--- src/rtl/ula_pkg.sv ---
// Shared types and constants for the ULA sequencer.
// Select codes mirror the ULA Sel encoding.
package ula_pkg;

    typedef enum logic [1:0] {
        IDLE  = 2'd0,
        ISSUE = 2'd1,
        RESP  = 2'd2
    } state_e;

    localparam logic [1:0] SEL_OP0 = 2'b00;
    localparam logic [1:0] SEL_OP1 = 2'b01;
    localparam logic [1:0] SEL_OP2 = 2'b10;
    localparam logic [1:0] SEL_OP3 = 2'b11;

    localparam int DATA_W_DEF = 4;
    localparam int SETTLE_W   = 4;

endpackage

--- src/rtl/ula_sequencer.sv ---
// Issues commands to the combinational ULA, waits a settle time,
// captures Res/OVRF and returns them over a valid/ready response port.
module ula_sequencer
    import ula_pkg::*;
#(
    parameter int DATA_W        = DATA_W_DEF,
    parameter int SETTLE_CYCLES = 1,
    parameter int CNT_W         = 8
) (
    input  logic              clk,
    input  logic              rst_n,
    input  logic              cmd_valid,
    output logic              cmd_ready,
    input  logic [DATA_W-1:0] cmd_a,
    input  logic [DATA_W-1:0] cmd_b,
    input  logic [1:0]        cmd_sel,
    input  logic              cmd_chain,
    output logic [DATA_W-1:0] ula_a,
    output logic [DATA_W-1:0] ula_b,
    output logic [1:0]        ula_sel,
    input  logic [DATA_W-1:0] ula_res,
    input  logic              ula_ovrf,
    output logic              rsp_valid,
    input  logic              rsp_ready,
    output logic [DATA_W-1:0] rsp_res,
    output logic              rsp_ovrf,
    output logic              ovrf_sticky,
    input  logic              clr_sticky,
    output logic [CNT_W-1:0]  op_count
);

    localparam logic [SETTLE_W-1:0] SETTLE_INIT = SETTLE_W'(SETTLE_CYCLES - 1);

    state_e              state_q, state_d;
    logic [SETTLE_W-1:0] settle_q, settle_d;
    logic [DATA_W-1:0]   ula_a_q, ula_a_d;
    logic [DATA_W-1:0]   ula_b_q, ula_b_d;
    logic [1:0]          ula_sel_q, ula_sel_d;
    logic [DATA_W-1:0]   acc_q, acc_d;
    logic [DATA_W-1:0]   rsp_res_q, rsp_res_d;
    logic                rsp_ovrf_q, rsp_ovrf_d;
    logic                rsp_valid_q, rsp_valid_d;
    logic                sticky_q, sticky_d;
    logic [CNT_W-1:0]    cnt_q, cnt_d;
    logic                capture;

    assign cmd_ready = (state_q == IDLE) && rst_n;

    always_comb begin
        state_d     = state_q;
        settle_d    = settle_q;
        ula_a_d     = ula_a_q;
        ula_b_d     = ula_b_q;
        ula_sel_d   = ula_sel_q;
        acc_d       = acc_q;
        rsp_res_d   = rsp_res_q;
        rsp_ovrf_d  = rsp_ovrf_q;
        rsp_valid_d = rsp_valid_q;
        cnt_d       = cnt_q;
        capture     = 1'b0;
        unique case (state_q)
            IDLE: begin
                if (cmd_valid && cmd_ready) begin
                    ula_a_d   = cmd_chain ? acc_q : cmd_a;
                    ula_b_d   = cmd_b;
                    ula_sel_d = cmd_sel;
                    settle_d  = SETTLE_INIT;
                    state_d   = ISSUE;
                end
            end
            ISSUE: begin
                if (settle_q != '0) begin
                    settle_d = settle_q - SETTLE_W'(1);
                end else begin
                    capture     = 1'b1;
                    rsp_res_d   = ula_res;
                    acc_d       = ula_res;
                    rsp_ovrf_d  = ula_ovrf;
                    rsp_valid_d = 1'b1;
                    cnt_d       = cnt_q + CNT_W'(1);
                    state_d     = RESP;
                end
            end
            RESP: begin
                if (rsp_valid_q && rsp_ready) begin
                    rsp_valid_d = 1'b0;
                    state_d     = IDLE;
                end
            end
            default: state_d = IDLE;
        endcase
        // a capture with overflow outranks a same-edge clear
        sticky_d = clr_sticky ? 1'b0 : sticky_q;
        if (capture && ula_ovrf) begin
            sticky_d = 1'b1;
        end
    end

    always_ff @(posedge clk) begin
        if (!rst_n) begin
            state_q     <= IDLE;
            settle_q    <= '0;
            ula_a_q     <= '0;
            ula_b_q     <= '0;
            ula_sel_q   <= '0;
            acc_q       <= '0;
            rsp_res_q   <= '0;
            rsp_ovrf_q  <= 1'b0;
            rsp_valid_q <= 1'b0;
            sticky_q    <= 1'b0;
            cnt_q       <= '0;
        end else begin
            state_q     <= state_d;
            settle_q    <= settle_d;
            ula_a_q     <= ula_a_d;
            ula_b_q     <= ula_b_d;
            ula_sel_q   <= ula_sel_d;
            acc_q       <= acc_d;
            rsp_res_q   <= rsp_res_d;
            rsp_ovrf_q  <= rsp_ovrf_d;
            rsp_valid_q <= rsp_valid_d;
            sticky_q    <= sticky_d;
            cnt_q       <= cnt_d;
        end
    end

    assign ula_a       = ula_a_q;
    assign ula_b       = ula_b_q;
    assign ula_sel     = ula_sel_q;
    assign rsp_valid   = rsp_valid_q;
    assign rsp_res     = rsp_res_q;
    assign rsp_ovrf    = rsp_ovrf_q;
    assign ovrf_sticky = sticky_q;
    assign op_count    = cnt_q;

endmodule

--- config.mk ---
export PLATFORM = sky130hd
export DESIGN_NAME = ula_sequencer
export DESIGN_NICKNAME = d
export VERILOG_FILES = /design/src/rtl/ula_pkg.sv /design/src/rtl/ula_sequencer.sv
export SDC_FILE = /design/constraint.sdc
export NUM_CORES = 1
export LEC_CHECK = 0
export BUFFER_PORTS_ARGS = -buffer_cell sky130_fd_sc_hd__buf_2
export CAP_MARGIN = 40
export CORE_MARGIN = 3
export CORE_UTILIZATION = 49
export DETAILED_ROUTE_END_ITERATION = 16
export GPL_ROUTABILITY_DRIVEN = 0
export HOLD_SLACK_MARGIN = 0.1
export PLACE_DENSITY = 0.8
export SYNTH_ARGS = -nofsm -noshare
export SYNTH_HDL_FRONTEND = slang
export SYNTH_SLANG_ARGS = --single-unit
--- constraint.sdc ---
create_clock -name clk -period 1.9 [get_ports clk]
set_input_delay 0.095 -clock clk [delete_from_list [all_inputs] [get_ports clk]]
set_output_delay 0.095 -clock clk [all_outputs]
set_load 0.005 [all_outputs]
Word level (Yosys, flattened, before mapping)
Index checks and enable logic that the tools add are counted.
{"block": "word_totals", "ram_bits": 0, "output_inout_bits": 26, "romBits": 0, "mem_count": 0, "inputBits": 21, "elab_cells": 48, "reg_bits": 31, "latchBits": 0}
{"block": "op_classes", "n_addsub": 2, "n_reduce_logical": 14, "order_cmp": 0, "n_bitwise": 1, "shift": 0, "n_eq_ne": 6, "mul": 0, "muxes": 15, "div": 0}
{"cell": "$mux W4", "count": 3}
{"cell": "$reduce_and A3 Y1", "count": 3}
{"cell": "$add A8 B1 Y8 const B", "count": 1}
{"cell": "$pmux W4 S2", "count": 1}
{"cell": "$mux W1", "count": 6}
{"cell": "$mux W2", "count": 3}
{"cell": "$ne A2 B2 Y1 const B", "count": 3}
{"cell": "$pmux W2 S3", "count": 1}
{"cell": "$reduce_bool A2 Y1", "count": 3}
{"cell": "$logic_and A1 B1 Y1", "count": 4}
{"cell": "$reduce_and A2 Y1", "count": 2}
{"cell": "$reduce_bool A4 Y1", "count": 1}
{"cell": "$sub A4 B1 Y4 const B", "count": 1}
{"cell": "$eq A2 B1 Y1 const B", "count": 1}
{"cell": "$eq A2 B2 Y1 const B", "count": 1}
{"cell": "$logic_not A2 Y1", "count": 1}
{"cell": "$ne A2 B1 Y1 const B", "count": 1}
{"cell": "$pmux W1 S2", "count": 1}
{"cell": "$not A1 Y1", "count": 1}

Depth between registers and ports, before layout
Gate-level depths: netlist of run 1.
{"block": "logic_depth", "depth_word": 5, "mapped_depth": 6}

Least setup slack after synthesis of run 1
Ideal clock, no wire load.
{"block": "synth_path", "path_type": "register to register", "start": "register settle_q[0]", "end": "register cnt_q[5], in the netlist op_count[5]", "path_slack_ns": 0.456, "path_stages_with_launch": 6, "synth_period_minus_slack_ns": 1.444, "setup_time_ns": 0.070, "path_buffers": 0, "arrival_time_ns": 1.373, "path_cell_list": "dfxtp_1 inv_1 ha_1 nand4bb_4 or4_1 a21oi_1"}
{"block": "synth_between", "elab_chain_cells": 3}
{"item": "start, declared", "line": "ula_sequencer.sv:35", "text": "logic [SETTLE_W-1:0] settle_q, settle_d;"}
{"item": "start signal, assigned", "line": "ula_sequencer.sv:114", "text": "settle_q <= settle_d;"}
{"item": "$reduce_bool A4 Y1", "line": "ula_sequencer.sv:72", "text": "if (settle_q != '0) begin"}
{"item": "$not A1 Y1 (no source line)"}
{"item": "$reduce_and A2 Y1 (no source line)"}
{"item": "end signal, assigned", "line": "ula_sequencer.sv:123", "text": "cnt_q <= cnt_d;"}
{"item": "end, declared", "line": "ula_sequencer.sv:44", "text": "logic [CNT_W-1:0] cnt_q, cnt_d;"}
Every way passes these cells.
A chain may end at the register's enable or synchronous reset.

Worst setup path after layout of run 1
{"block": "layout_path", "start": "register state_q[1]", "end": "register sticky_q, in the netlist ovrf_sticky"}
{"block": "layout_between", "elab_chain_cells": 4, "elab_cells_between_ends": 5, "cone_classes": "1 x eq/ne; 2 x mux; 2 x reduce/logical"}
{"item": "start, declared", "line": "ula_sequencer.sv:34", "text": "state_e state_q, state_d;"}
{"item": "start signal, assigned", "line": "ula_sequencer.sv:113", "text": "state_q <= state_d;"}
{"item": "$eq A2 B1 Y1 *", "line": "ula_sequencer.sv:61", "text": "unique case (state_q)"}
{"item": "$mux W1 *", "line": "ula_sequencer.sv:61"}
{"item": "$logic_and A1 B1 Y1 *", "line": "ula_sequencer.sv:94", "text": "if (capture && ula_ovrf) begin"}
{"item": "$mux W1 or $reduce_bool A2 Y1 (tied branches)"}
{"item": "end signal, assigned", "line": "ula_sequencer.sv:122", "text": "sticky_q <= sticky_d;"}
{"item": "end, declared", "line": "ula_sequencer.sv:43", "text": "logic sticky_q, sticky_d;"}
Mark *: on every way between the ends. The rest lies on a longest branch, timed or not.

==> flow_summary.ini, run 1 <==
[detailed_routing]
via_count = 1410
drtAntennaViolNets = 0
viasPerCell = 5.73
wire_per_inst_um = 15.2
firstDrtPassIters = 4
drc_errors = 0
wl_um = 3750
drtIter0Drc = 90

[sta]
hold_violations = 0
fin_crit_sh = 0.875
rsz0062_at_grt = no
finalSetupViolations = 0
fin_crit_ps = 1660
tns_ps = 0
worstMarginPinSlew_ps = 674
fmax_mhz = 602
holdWs_ps = 131
report.final.slew_viol_count = 0
skew_ps = 5.03
final.setup.worst_slack_ps = 238
max_slew_margin = 0.550

[clock_network]
cts_buffers = 5
holdBufCountCts = 19
htree_levels = 2
cts_sinks = 31
cts_resized = 0
tritoncts = built
post_cts_buffers = 0
cts_buffer_depth = 2
clk_pin_slew_ps = 100
clkLatencyLatePin_ps = 340
clockRootBuffer = clkbuf_4

[global_routing]
grt_overflow = 0
antenna_found_initial = 0
use_met2 = 0.396
grt_pass1_wl_um = 6040
met1_usage = 0.253
grt_max_degree = 23
grt_usage = 0.229
grt_use_met3 = 0.0763
first_global_vias = 1407
grt-busiest-layer = met2

[min_path]
min_to = ula_a[1]
hold_depth = 3
hold_class = input pin to register
min_from = cmd_chain

[pwr]
leakagePower_uw = 0.000810
seqPwrFrac = 0.484
vdd.ir_drop.worst_mv = 0.702
sw_frac_of_total = 0.307
power_uw = 1610
comb_power_share = 0.236
powerDensity_nw_per_um2 = 847
power_switching_uw = 494
p_int_uw = 1110
clkPwrFrac = 0.280

[critical_path]
r2r-start = state_q[1]
critical-path-top-delay-family = flip-flops
cp_data_required_time_ps = 2130
worstPathArrival_ps = 1890
max_stage_delay_ps = 770
crit_chain = clkinv_1 > nand3_1 > a21oi_1
r2r_setup_slack_ps = 240
cp_max_fo = 22
end_kind = register
cp_num_buf_inv = 1
startpoint_type = register
regToRegEndpoint = ovrf_sticky
cp_slowest_cell = dfxtp_1
worstRegToRegCells = 3
setup.worst_path.class = register to register

[synthesis]
synth-adder-area-share = 0.0181
synth.avg_cell_area_sq_um = 9.32
ys_ff_latch = 31
yosys_warnings = 0
synth_top_family_by_area = compound AO/OA/AOI/OAI gates
synth-xor-area-share = 0
synth_top_area_frac = 0.450
syn_area_sq_um = 1380
synthSimpleGateAreaFrac = 0.210
seq_area_frac_synth = 0.450
synth_cell_types = 35
synth_common_cells = dfxtp_1 (31), a21oi_1 (20), o21ai_0 (10)
synth-edff-count = 0
synth_compound_area_frac = 0.235
synthMostInstantiatedCell = dfxtp_1
synth_mux_area_frac = 0.0363
synth_nets = 171
synth_area_leader_cell = dfxtp_1
async_flop_share = 0
ys.flop_type = dfxtp_1
synthCells = 148
synthTopCellsByArea = dfxtp_1 (45%), a21oi_1 (7.3%), a22o_1 (3.8%)

[placed_design]
hpwl_um = 2410
pre_cts_slack_ps = 309
dp_cells = 219
portBuffers = 46

[layout]
syn_to_final_growth_pct = 37.7
antenna_cells = 0
drive_above_1_share = 0.287
fillers = 202
nets = 238
finalNonFillerCells = 246

[floorplanning]
pin_count = 47
die_area_sq_um = 3490
fp.dieH_um = 59.0
die_w_um = 59.0
rows = 18
coreArea_sq_um = 2570
start_util = 0.537

[status]
status = complete, no violations

[flow_run]
maxCapViolations = 0
-- final cells by class --
type | instances | area [sq um] | share of cell area
tap | 30 | 37.5 | 0.0198
clock inverter | 1 | 7.51 | 0.00395
clock buffer | 7 | 65.1 | 0.0343
inverter | 6 | 22.5 | 0.0119
timing repair buffer | 70 | 458 | 0.241
sequential | 31 | 621 | 0.327
multi-input combinational | 101 | 688 | 0.362
-- through the flow --
stage / instance area [sq um] / util
CTS: 1900 / 0.740
global route: 1900 / 0.740
finish: 1900 / 0.740
detailed placement: 1640 / 0.637
global placement: 1640 / 0.637
floorplan: 1380 / -
-- routing by layer --
| layer | share of wire | up-vias |
|---|---|---|
| li1 | - | 690 |
| met1 | 0.41 | 657 |
| met2 | 0.51 | 56 |
| met3 | 0.061 | 7 |
| met4 | 0.012 | 0 |
| met5 | 0 | - |
-- worst max path at each step --
stage               slack (ps)        start          end  depth (start not counted)
global route               160   state_q[1]  op_count[2]                          3
floorplan                  460  settle_q[0]  op_count[5]                          5
finish                     240   state_q[1]  ovrf_sticky                          3
detailed placement         310   state_q[1]  settle_q[3]                          3
global placement           400  settle_q[0]  op_count[5]                          5
CTS                        290   state_q[1]  settle_q[3]                          3
-- kinds of logic after synthesis --
family,after synthesis
AO/OA/AOI/OAI,51
AND/OR/NAND/NOR,43
flip-flops,31
buffers and inverters,16
multiplexers,5
adder cells (fa/ha/maj),2
-- power groups by stage --
stage	clock [uW]	combinational, uW	sequential [uW]
after floorplan	0	232	769
after global placement	0	325	783
after detailed placement	0	341	790
after CTS	460	372	775
after global routing	494	416	788
final	451	379	778
-- flip-flops by register name, indices dropped and copies added, names as in the netlist --
signal       flops
ula_b            4
state_q          2
ula_a            4
rsp_ovrf         1
ovrf_sticky      1
rsp_res          4
ula_sel          2
settle_q         4
op_count         8
rsp_valid        1
-- placed cells by master (no fill, tap or decap), types with 3 or more instances in the layout --
cell type,instances
buf_2,46
dfxtp_1,31
a21oi_1,20
dlygate4sd3_1,19
o21ai_0,10
nand3_1,9
or4_1,6
a22o_1,6
inv_1,5
nand2b_1,5
o31ai_1,5
o2bb2ai_1,5
nand2_1,5
mux2i_1,5
clkbuf_4,5
buf_4,5
or3_1,3
-- tightest hold or removal path, stage by stage --
cell,delay (ps)
buf_2,150
mux2i_1,90
o2bb2ai_1,110
Note: power is estimated with default switching activity, not from simulation.
==> run 2: changes to the inputs <==
Settings changed: CORE_UTILIZATION 49 to 51, CTS_BUF_LIST set to sky130_fd_sc_hd__clkbuf_4 sky130_fd_sc_hd__clkbuf_8, PLACE_DENSITY 0.8 to 0.83.
==> flow_summary.ini, run 2 (synthesis gave the netlist of run 1 again) <==
[placed_design]
hpwl_um = 2400
portBuffers = 46

[critical_path]
r2r_setup_slack_ps = 270
cp_data_required_time_ps = 2170
cp_slowest_cell = dfxtp_1
regToRegEndpoint = op_count[4]
cp_max_fo = 13
worstPathArrival_ps = 1890
setup.worst_path.class = register to register
startpoint_type = register
crit_chain = nand4bb_1 > or4_1 > a21oi_1
worstRegToRegCells = 3
max_stage_delay_ps = 630
r2r-start = state_q[0]
end_kind = register

[layout]
syn_to_final_growth_pct = 37.9
drive_above_1_share = 0.284
nets = 238
final_common_cell = buf_2
final_cell_mix = buf_2 (46), dfxtp_1 (31), a21oi_1 (20)
largest_reg_flops = 8
antenna_cells = 0

[sta]
max_slew_margin = 0.681
hold_violations = 0
finalSetupViolations = 0
tns_ps = 0
fin_crit_sh = 0.856
skew_ps = 7.30
worstMarginPinSlew_ps = 479
rsz0062_at_grt = no
report.final.slew_viol_count = 0
fin_crit_ps = 1630
holdWs_ps = 185
fmax_mhz = 615

[clock_network]
post_cts_buffers = 0
cts_resized = 0
clk_pin_slew_ps = 90
cts_buffers = 5
htree_levels = 2
tritoncts = built
clkLatencyLatePin_ps = 330
cts_sinks = 31
clockRootBuffer = clkbuf_4
cts_buffer_depth = 2

[pwr]
comb_power_share = 0.228
clkPwrFrac = 0.303
power_uw = 1660
power_switching_uw = 472
p_int_uw = 1180
vdd.ir_drop.worst_mv = 0.713
seqPwrFrac = 0.469
powerDensity_nw_per_um2 = 871
sw_frac_of_total = 0.285
leakagePower_uw = 0.000815

[detailed_routing]
drtIter0Drc = 74
firstDrtPassIters = 5
via_count = 1423
drc_errors = 0
wl_um = 3690
drtAntennaViolNets = 0
wire_per_inst_um = 15.1
viasPerCell = 5.81

[floorplanning]
die_w_um = 58.0
coreArea_sq_um = 2520
rows = 18
start_util = 0.547
pin_count = 47
fp.dieH_um = 58.0
die_area_sq_um = 3360

[global_routing]
first_global_vias = 1395
grt_max_degree = 20
use_met2 = 0.398
grt_pass1_wl_um = 5910
met1_usage = 0.247
antenna_found_initial = 0
grt_overflow = 0
grt_usage = 0.230
grt_use_met3 = 0.0624
grt-busiest-layer = met2

[flow_run]
maxCapViolations = 0

[status]
status = complete, no violations

[min_path]
hold_depth = 3
min_to = ula_a[0]
hold_class = input pin to register
min_from = cmd_chain
[run 2: cell count changes in the layout (fill, tap and decap cells not counted), sizes merged]
cell      change
bufinv        +1
clkbuf        -1
clkinvlp      -1
[run 2: what timing repair did]
action | 4_1_cts | 5_1_grt
endpoints found under the hold margin | 19 | 0
hold buffers | 19 | 0
setup endpoints to repair | 0 | 0
[run 2: how the worst max path moves through the flow]
| stage | startpoint | cells past startpoint | slack [ps] | to |
|---|---|---|---|---|
| after floorplan | settle_q[0] | 5 | 460 | op_count[5] |
| after detailed placement | settle_q[0] | 5 | 310 | op_count[4] |
| after CTS | settle_q[0] | 5 | 280 | op_count[4] |
| after global routing | settle_q[0] | 5 | 160 | op_count[4] |
| final | state_q[0] | 3 | 270 | op_count[4] |
| after global placement | settle_q[0] | 5 | 380 | op_count[4] |
[run 2: critical path, delay by kind of cell, from the launching register on]
family,cells,cell delay [ps]
AND/OR/NAND/NOR,2,780
AO/OA/AOI/OAI,1,160
flip-flops,1,630
[run 2: power groups by stage]
stage | combinational (uW) | clock (uW) | sequential, uW
after floorplan | 232 | 0 | 769
after global placement | 328 | 0 | 782
after detailed placement | 340 | 0 | 789
after CTS | 370 | 511 | 775
after global routing | 418 | 530 | 787
final | 378 | 501 | 777
[run 2: stage by stage]
step	util	instance area (sq um)	instances	worst slack, ps
finish	0.754	1900	245	274
CTS	0.754	1900	245	280
floorplan	-	1380	148	456
global route	0.754	1900	245	157
global placement	0.649	1640	219	382
detailed placement	0.649	1640	219	310
[run 2: routing by layer]
metal  share of wire  vias to the layer above
met5               0                        -
met4           0.040                        0
met3           0.068                       13
met2            0.49                       70
met1            0.40                      657
li1                -                      683
[run 2: cell type report]
cell class | count | area (sq um)
clock inverters | 1 | 30.0
fillers | 182 | 621
flip-flops and latches | 31 | 621
multi-input cells | 101 | 688
well taps | 30 | 37.5
clock buffers | 6 | 45.0
inverters | 6 | 22.5
repair buffers | 70 | 458
